--- src/rtl/ctrl_pkg.sv ---
// ctrl_pkg: shared definitions for the control pipeline.
//   - bundle widths and field bit indices for the WB, MEM and EX control bundles
//   - ALUOp encodings
//   - pipeline register layouts and their bubble (all-zero) constants
package ctrl_pkg;

  localparam int unsigned WB_W  = 2;
  localparam int unsigned MEM_W = 2;
  localparam int unsigned EX_W  = 4;
  localparam int unsigned REG_W = 5;

  // WB = {RegWrite, MemToReg}
  localparam int unsigned WB_REGWRITE  = 1;
  localparam int unsigned WB_MEMTOREG  = 0;
  // MEM = {MemRead, MemWrite}
  localparam int unsigned MEM_MEMREAD  = 1;
  localparam int unsigned MEM_MEMWRITE = 0;
  // EX = {RegDest, ALUOp[1:0], ALUSrc}
  localparam int unsigned EX_REGDEST   = 3;
  localparam int unsigned EX_ALUOP_HI  = 2;
  localparam int unsigned EX_ALUOP_LO  = 1;
  localparam int unsigned EX_ALUSRC    = 0;

  typedef enum logic [1:0] {
    ALU_ADD   = 2'b00,
    ALU_SUB   = 2'b01,
    ALU_FUNCT = 2'b10
  } alu_op_e;

  typedef struct packed {
    logic             valid;
    logic [WB_W-1:0]  wb;
    logic [MEM_W-1:0] mem;
    logic [EX_W-1:0]  ex;
    logic             branch;
    logic [REG_W-1:0] rs;
    logic [REG_W-1:0] rt;
    logic [REG_W-1:0] rd;
  } idex_t;

  typedef struct packed {
    logic             valid;
    logic [WB_W-1:0]  wb;
    logic [MEM_W-1:0] mem;
    logic [REG_W-1:0] dst;
  } exmem_t;

  typedef struct packed {
    logic             valid;
    logic [WB_W-1:0]  wb;
    logic [REG_W-1:0] dst;
  } memwb_t;

  localparam idex_t  IDEX_BUBBLE  = '0;
  localparam exmem_t EXMEM_BUBBLE = '0;
  localparam memwb_t MEMWB_BUBBLE = '0;

endpackage

--- src/rtl/ctrl_pipe_hazard_unit.sv ---
// hazard_unit: combinational load-use / branch / jump resolution.
// Inputs : ID/EX state (valid, MemRead, branch, rt), ID stage (valid, jump,
//          rs, rt) and the EX ALU zero flag.
// Outputs: ifid_hold, ifid_flush, pc_sel_branch toward fetch, and
//          idex_bubble telling the ID/EX register to load a bubble.
module hazard_unit
  import ctrl_pkg::*;
(
  input  logic             idex_valid,
  input  logic             idex_mem_read,
  input  logic             idex_branch,
  input  logic [REG_W-1:0] idex_rt,
  input  logic             id_valid,
  input  logic             id_jump,
  input  logic [REG_W-1:0] id_rs,
  input  logic [REG_W-1:0] id_rt,
  input  logic             ex_zero,
  output logic             ifid_hold,
  output logic             ifid_flush,
  output logic             pc_sel_branch,
  output logic             idex_bubble
);

  logic load_use;
  logic branch_taken;

  always_comb begin
    load_use = idex_valid && idex_mem_read && (idex_rt != '0) && id_valid &&
               !id_jump && ((idex_rt == id_rs) || (idex_rt == id_rt));
    branch_taken = idex_valid && idex_branch && ex_zero;

    // A taken branch squashes the ID instruction, so holding it is pointless.
    ifid_hold     = load_use && !branch_taken;
    ifid_flush    = branch_taken || (id_valid && id_jump);
    pc_sel_branch = branch_taken;
    idex_bubble   = load_use || branch_taken;
  end

endmodule

--- src/rtl/ctrl_pipe.sv ---
// ctrl_pipe: carries decoded control bundles through ID/EX, EX/MEM and MEM/WB,
// inserts load-use bubbles, turns taken branches and jumps into fetch flushes,
// and counts stall and flush events with saturating counters.
// Inputs : id_* decoded bundle and register fields, ex_zero from the ALU.
// Outputs: ex_*/mem_*/wb_* stage controls (gated by stage valid),
//          ifid_hold/ifid_flush/pc_sel_branch to fetch, stall_cnt/flush_cnt.
module ctrl_pipe
  import ctrl_pkg::*;
#(
  parameter int unsigned CNT_W = 16
) (
  input  logic             clk,
  input  logic             rst_n,
  input  logic             id_valid,
  input  logic [1:0]       id_WB,
  input  logic [1:0]       id_MEM,
  input  logic [3:0]       id_EX,
  input  logic             id_branch,
  input  logic             id_jump,
  input  logic [4:0]       id_rs,
  input  logic [4:0]       id_rt,
  input  logic [4:0]       id_rd,
  input  logic             ex_zero,
  output logic             ex_RegDest,
  output logic             ex_ALUSrc,
  output logic [1:0]       ex_ALUOp,
  output logic [4:0]       ex_rs,
  output logic [4:0]       ex_rt,
  output logic             mem_MemRead,
  output logic             mem_MemWrite,
  output logic [4:0]       mem_dst,
  output logic             wb_RegWrite,
  output logic             wb_MemToReg,
  output logic [4:0]       wb_dst,
  output logic             ifid_hold,
  output logic             ifid_flush,
  output logic             pc_sel_branch,
  output logic [CNT_W-1:0] stall_cnt,
  output logic [CNT_W-1:0] flush_cnt
);

  idex_t            idex_q,  idex_d;
  exmem_t           exmem_q, exmem_d;
  memwb_t           memwb_q, memwb_d;
  logic [CNT_W-1:0] stall_cnt_q, stall_cnt_d;
  logic [CNT_W-1:0] flush_cnt_q, flush_cnt_d;
  logic             idex_bubble;
  logic [REG_W-1:0] ex_dst;

  hazard_unit u_hazard (
    .idex_valid    (idex_q.valid),
    .idex_mem_read (idex_q.mem[MEM_MEMREAD]),
    .idex_branch   (idex_q.branch),
    .idex_rt       (idex_q.rt),
    .id_valid      (id_valid),
    .id_jump       (id_jump),
    .id_rs         (id_rs),
    .id_rt         (id_rt),
    .ex_zero       (ex_zero),
    .ifid_hold     (ifid_hold),
    .ifid_flush    (ifid_flush),
    .pc_sel_branch (pc_sel_branch),
    .idex_bubble   (idex_bubble)
  );

  always_comb begin
    ex_dst = idex_q.ex[EX_REGDEST] ? idex_q.rd : idex_q.rt;

    idex_d = IDEX_BUBBLE;
    if (id_valid && !idex_bubble) begin
      idex_d.valid  = 1'b1;
      idex_d.wb     = id_WB;
      idex_d.mem    = id_MEM;
      idex_d.ex     = id_EX;
      idex_d.branch = id_branch;
      idex_d.rs     = id_rs;
      idex_d.rt     = id_rt;
      idex_d.rd     = id_rd;
    end

    exmem_d = EXMEM_BUBBLE;
    if (idex_q.valid) begin
      exmem_d.valid = 1'b1;
      exmem_d.wb    = idex_q.wb;
      exmem_d.mem   = idex_q.mem;
      exmem_d.dst   = ex_dst;
    end

    memwb_d = MEMWB_BUBBLE;
    if (exmem_q.valid) begin
      memwb_d.valid = 1'b1;
      memwb_d.wb    = exmem_q.wb;
      memwb_d.dst   = exmem_q.dst;
    end

    stall_cnt_d = stall_cnt_q;
    if (ifid_hold && (stall_cnt_q != '1)) stall_cnt_d = stall_cnt_q + CNT_W'(1);
    flush_cnt_d = flush_cnt_q;
    if (ifid_flush && (flush_cnt_q != '1)) flush_cnt_d = flush_cnt_q + CNT_W'(1);
  end

  always_ff @(posedge clk or negedge rst_n) begin
    if (!rst_n) begin
      idex_q      <= IDEX_BUBBLE;
      exmem_q     <= EXMEM_BUBBLE;
      memwb_q     <= MEMWB_BUBBLE;
      stall_cnt_q <= '0;
      flush_cnt_q <= '0;
    end else begin
      idex_q      <= idex_d;
      exmem_q     <= exmem_d;
      memwb_q     <= memwb_d;
      stall_cnt_q <= stall_cnt_d;
      flush_cnt_q <= flush_cnt_d;
    end
  end

  always_comb begin
    ex_RegDest   = idex_q.valid && idex_q.ex[EX_REGDEST];
    ex_ALUSrc    = idex_q.valid && idex_q.ex[EX_ALUSRC];
    ex_ALUOp     = idex_q.valid ? idex_q.ex[EX_ALUOP_HI:EX_ALUOP_LO] : ALU_ADD;
    ex_rs        = idex_q.rs;
    ex_rt        = idex_q.rt;
    mem_MemRead  = exmem_q.valid && exmem_q.mem[MEM_MEMREAD];
    mem_MemWrite = exmem_q.valid && exmem_q.mem[MEM_MEMWRITE];
    mem_dst      = exmem_q.dst;
    // Writes to $0 are dropped here so the register file never sees them.
    wb_RegWrite  = memwb_q.valid && memwb_q.wb[WB_REGWRITE] && (memwb_q.dst != '0);
    wb_MemToReg  = memwb_q.valid && memwb_q.wb[WB_MEMTOREG];
    wb_dst       = memwb_q.dst;
    stall_cnt    = stall_cnt_q;
    flush_cnt    = flush_cnt_q;
  end

endmodule

--- config.mk ---
export PLATFORM = sky130hd
export DESIGN_NAME = ctrl_pipe
export DESIGN_NICKNAME = d
export VERILOG_FILES = /design/src/rtl/ctrl_pkg.sv /design/src/rtl/ctrl_pipe_hazard_unit.sv /design/src/rtl/ctrl_pipe.sv
export SDC_FILE = /design/constraint.sdc
export NUM_CORES = 1
export LEC_CHECK = 0
export BUFFER_PORTS_ARGS = -buffer_cell sky130_fd_sc_hd__buf_2
export CAP_MARGIN = 10
export CORE_UTILIZATION = 47
export CTS_CLUSTER_SIZE = 25
export DETAILED_ROUTE_END_ITERATION = 10
export PLACE_DENSITY = 0.76
export SYNTH_ARGS = -nofsm -noshare
export SYNTH_HDL_FRONTEND = slang
export SYNTH_SLANG_ARGS = --single-unit
--- constraint.sdc ---
create_clock -name clk -period 1.77 [get_ports clk]
set_clock_uncertainty 0.05 [all_clocks]
set_input_delay 0.354 -clock clk [delete_from_list [all_inputs] [get_ports clk]]
set_output_delay 0.354 -clock clk [all_outputs]
set_load 0.05 [all_outputs]
==> reports/results.ini, run 1 <==
[timing]
slew_headroom = 0.670
fmax_mhz = 466
final_hold_viol_count = 0
fin_tns_setup_ns = -1.17
maxSlewViolCount = 0
setup_violations = 23
timing.final.crit_share = 1.21
worst_slack_ns = -0.377
tightest_slew_ns = 0.495
min_period_ns = 2.15
rsz0062_at_grt = yes

[worst_hold_path]
hold_end = idex_q[16]
worstHoldStart = id_EX[0]
holdPathStages = 2
min-delay-path-class = primary input to flip-flop

[logic_synthesis]
syn_area_per_cell_um2 = 11.8
synth.most_common_cell = dfrtp_1
muxShareOfSynthArea = 0.0224
synthXorXnorAreaFrac = 0.103
synth_seq_area_share = 0.552
synth_compound_area_frac = 0.0372
synth-edff-count = 0
synthCells = 287
synthAdderAreaFrac = 0.00736
synth_cell_types = 42
synthFlopType = dfrtp_1
ys_ff_latch = 75
synthTopCellsByCount = dfrtp_1, and2_1, xnor2_1
synth_top_cell_by_area = dfrtp_1
post-synth-top-area-fraction = 0.552
syn_nets = 318
netlist_top_cells_area = dfrtp_1, xnor2_1, and2_1
ys_warn_count = 0
ys_async_sr_fraction = 1.00
synth_top_family_by_area = simple AND/OR/NAND/NOR gates
netlist_area_um2 = 3400
synthSimpleGateAreaFrac = 0.220

[floorplan]
core-area_um2 = 6910
die_area_um2 = 7580
pin_count = 92
std_cell_rows = 30
die_h_um = 87.1
start_util = 0.492
die_width_um = 87.1

[pwr]
ir_worst_vdd_v = 0.000588
p_leak_nw = 2.33
p_per_area_nw_per_um2 = 877
power.total_mw = 4.02

[clock_tree]
cts-root-buf = clkbuf_8
clock_sinks = 75
htree_levels = 3
worstSkewPairLatency_ns = 0.34
clk_pin_slew_ns = 0.08
cts_tree = yes
clock_path_buffers = 2
cts_made_buffers = 9

[worst_setup_path]
crit_cells = 5
slowest_delay_ns = 0.45
reg2reg_slack_ns = -0.07
path_delay_family = simple AND/OR/NAND/NOR gates
crit_fanout = 4
criticalPathCategory = flip-flop to output pin
cp_cell_sequence = nor4_4 > buf_4 > a211o_1 > and2b_4 > buf_8
endpoint_kind = output pin
critPathSlowestCell = dfrtp_2
start_kind = flip-flop
critical_path_buf_inv_count = 2
regToRegEndpoint = stall_cnt[8]
arrival_ns = 1.74
required_ns = 1.37
worstRegToRegCells = 9
crit-reg2reg-launch = ex_rt[3]

[global_routing]
grt_pass1_wl_mm = 10.7
antenna_found_initial = 0
grt_max_degree = 38
grt_pass1_vias = 2308
overflow = 0
grtUsageTotal = 0.190

[layout]
nNetsFinal = 439
multiInputGateArea_um2 = 1540
num_antenna_cells = 0
area_delta_synth_final_pct = 35.0
register_area_um2 = 1900
finalNonFillerCells = 509
drive_gt1_frac = 0.487
fillers = 545
final_util = 0.665

[routing]
drc = 0
drtPass1Iterations = 4
wl_mm = 7.44
wl_per_cell_um = 14.6
drtAntennaViolNets = 0
drtIter0Drc = 105
viasPerCell = 4.91
vias = 2501

[placed_design]
dp.cells = 474
numPortBuffers = 91
gp_congestion = 0.823
hpwl_mm = 4.90

[job]
cap_violations = 0

[status]
status = finished, violations left
failed_checks = setup timing

## worst max path at each step
stage,slack (ns),to,start
after floorplan,-0.10,ifid_hold,idex_q[24]
after global placement,-0.14,idex_q[23],ex_rt[0]
after detailed placement,-0.23,idex_q[22],ex_rt[0]
after CTS,-0.34,ifid_hold,ex_rt[4]
after global routing,-0.44,ifid_hold,ex_rt[0]
final,-0.38,ifid_hold,ex_rt[0]
## sequential cells by signal, summed over array words and instances (netlist names)
signal and count:
ex_rs 5, mem_dst 5, flush_cnt 16, ex_rt 5, stall_cnt 16, memwb_q 3
wb_dst 5, exmem_q 5, idex_q 15
## worst reg2reg max path, cell delays in order, from the launching register on
cell and delay (ns):
dfrtp_2 0.46, buf_6 0.15, xnor2_2 0.12, nand2_1 0.10, o22ai_4 0.21, buf_8 0.15, buf_12 0.11, buf_12 0.10
nand4_1 0.12, xnor2_1 0.15
## area by class of cell
type	count	area share
clock buffer	13	0.0303
inverter	5	0.00409
sequential	75	0.415
timing repair buffer	133	0.187
tap	96	0.0262
clock inverter	3	0.00327
multi-input combinational	184	0.335
## routing by layer
metal | routed length [µm] | vias up | global-route usage
met5 | 0 | - | 0
met4 | 138 | 0 | 0.0773
met3 | 259 | 10 | 0.0531
met2 | 3660 | 70 | 0.298
met1 | 3380 | 1231 | 0.249
li1 | - | 1190 | -
## per-stage QoR
stage,instance area [µm²],hold WS (ns),setup slack (ns)
global placement,4050,0.302,-0.145
global route,4590,0.158,-0.441
finish,4590,0.177,-0.377
floorplan,3450,0.00841,-0.100
CTS,4280,0.161,-0.341
detailed placement,4050,0.311,-0.229
## cells by family after synthesis
family,Yosys count
xor+xnor,40
flops,75
buf+inv,31
compound gates,10
mux,7
simple gates,122
fa+ha+maj,2
## power breakdown
group,leakage [nW],switching (mW),internal (mW)
Clock,0.0812,0.580,0.505
Combinational,1.29,0.645,0.336
Sequential,0.963,0.110,1.85
Total,2.33,1.34,2.69
## cells in the final DEF (no fill, tap or decap), types with 6 or more instances in the layout
cell	Yosys	routed
and3_1	8	8
buf_2	3	84
nand3_1	18	12
dfrtp_2	0	21
xor2_1	9	9
xnor2_1	31	27
and2_1	42	42
dfrtp_1	75	54
nand4_1	9	9
nand2_1	12	12
nor2_1	10	10
clkbuf_8	0	9
nand3_2	0	6
buf_4	20	36
## what timing repair did
action,4_1_cts,5_1_grt
hold buffers,1,0
buffers inserted,4,11
hold endpoints to repair,34,0
cloned,1,2
pin swaps,4,28
resized for setup,9,39
setup endpoints to repair,41,54
Note: power is estimated with default switching activity, not from simulation.
==> inputs of run 2 (changes only) <==
Settings changed: CORE_UTILIZATION 47 to 55, PLACE_DENSITY 0.76 to 0.83.
Clock period 1.77 ns to 2.5 ns, I/O delays scaled along.
==> run 2 against run 1 <==
The flow now finishes without violations. Global-route usage grew 2.0 points. Worst hold slack got worse by 0.12 ns. Die area fell by 14%. Via count shrank 9.0%. Sequential power fell by 29%. Largest cell class unchanged. Highest routed layer unchanged.
==> reports/results.ini, run 2 (synthesis results as in run 1) <==
[layout]
nNetsFinal = 397
area_delta_synth_final_pct = 17.9
final_common_cell = buf_2
num_antenna_cells = 0
drive_gt1_frac = 0.342
final_cell_mix = buf_2, dfrtp_1, and2_1
finalNonFillerCells = 446

[worst_setup_path]
crit_fanout = 5
critical_path_buf_inv_count = 1
crit_cells = 4
endpoint = ifid_hold
path_delay_family = simple AND/OR/NAND/NOR gates
worstRegToRegCells = 6
crit_path_start = ex_rt[0]
arrival_ns = 1.84
slowest_delay_ns = 0.47
reg2reg_slack_ns = 0.51
crit-reg2reg-launch = stall_cnt[0]
cp_cell_sequence = nor4_4 > a211o_1 > and2b_1 > buf_2
criticalPathCategory = flip-flop to output pin
start_kind = flip-flop
critPathSlowestCell = dfrtp_1
required_ns = 1.95
endpoint_kind = output pin
regToRegEndpoint = stall_cnt[1]

[job]
cap_violations = 0

[clock_tree]
clock_sinks = 75
htree_levels = 3
cts_hold_buf = 0
post-cts-setup-buffers = 0
cts-root-buf = clkbuf_8
clk_pin_slew_ns = 0.08
cts_tree = yes
worstSkewPairLatency_ns = 0.34
clock_path_buffers = 2
cts_made_buffers = 9

[timing]
slew_headroom = 0.484
timing.final.crit_share = 0.955
fmax_mhz = 419
maxSlewViolCount = 0
hold_slack_ns = 0.0614
final_hold_viol_count = 0
setup_violations = 0
rsz0062_at_grt = no
fin_tns_setup_ns = 0
min_period_ns = 2.39
tightest_slew_ns = 0.774

[status]
status = completed

[routing]
wl_per_cell_um = 13.9
viasPerCell = 5.10
drtPass1Iterations = 4
drc = 0
wl_mm = 6.20
vias = 2276
drtIter0Drc = 86
drtAntennaViolNets = 0

[worst_hold_path]
min-delay-path-class = primary input to asynchronous set/reset pin

[pwr]
ir_worst_vdd_v = 0.000818
p_leak_nw = 2.06
p_per_area_nw_per_um2 = 706

[global_routing]
antenna_found_initial = 0
overflow = 0
grt_max_degree = 40
grt_pass1_vias = 2159
grtUsageTotal = 0.210
grt_pass1_wl_mm = 10.1

[floorplan]
die_width_um = 80.6
pin_count = 92
die_h_um = 80.6
std_cell_rows = 28
core-area_um2 = 5960
die_area_um2 = 6500
start_util = 0.571

[placed_design]
dp.cells = 430
gp_congestion = 0.828
hpwl_mm = 4.48
numPortBuffers = 91

[run 2: layout make-up]
| class | instances | area (µm²) |
|---|---|---|
| fill | 460 | 1950 |
| sequential | 75 | 1880 |
| multi-input combinational | 181 | 1340 |
| timing repair buffer | 94 | 493 |
| clock buffer | 10 | 138 |
| tap | 75 | 93.8 |
| clock inverter | 6 | 47.5 |
| inverter | 5 | 18.8 |
[run 2: where the power goes]
| group | total (mW) | internal, mW | switching (mW) |
|---|---|---|---|
| Clock | 0.859 | 0.396 | 0.463 |
| Sequential | 1.40 | 1.30 | 0.0950 |
| Combinational | 0.577 | 0.171 | 0.406 |
[run 2: worst min-delay path by stage]
stage / depth (start not counted) / startpoint / slack (ns) / endpoint
2_1_floorplan: 0 / rst_n / 0.15 / ex_rs[0]
3_3_place_gp: 1 / idex_q[20] / 0.39 / exmem_q[5]
3_5_place_dp: 1 / idex_q[23] / 0.39 / exmem_q[8]
4_1_cts: 1 / rst_n / 0.06 / memwb_q[5]
5_1_grt: 1 / rst_n / 0.09 / memwb_q[5]
6_report: 1 / rst_n / 0.06 / memwb_q[7]
[run 2: through the flow]
step	util	cell area, µm²	power, mW	setup slack [ns]
after detailed placement	0.640	3810	2.00	0.262
after global routing	0.673	4010	2.95	0.00886
final	0.673	4010	2.83	0.112
after global placement	0.640	3810	1.98	0.278
after CTS	0.672	4000	2.86	0.0378
after floorplan	-	3400	1.84	0.281
[run 2: timing repair]
| item | 4_1_cts | 5_1_grt |
|---|---|---|
| gates resized for setup | 1 | 1 |
| pin swaps | 0 | 0 |
| setup endpoints to repair | 1 | 1 |
[run 2: metal layers]
layer / global-route usage / wire (µm)
met1: 0.268 / 2720
met2: 0.342 / 3110
met3: 0.0466 / 299
met4: 0.0929 / 73
met5: 0 / 0
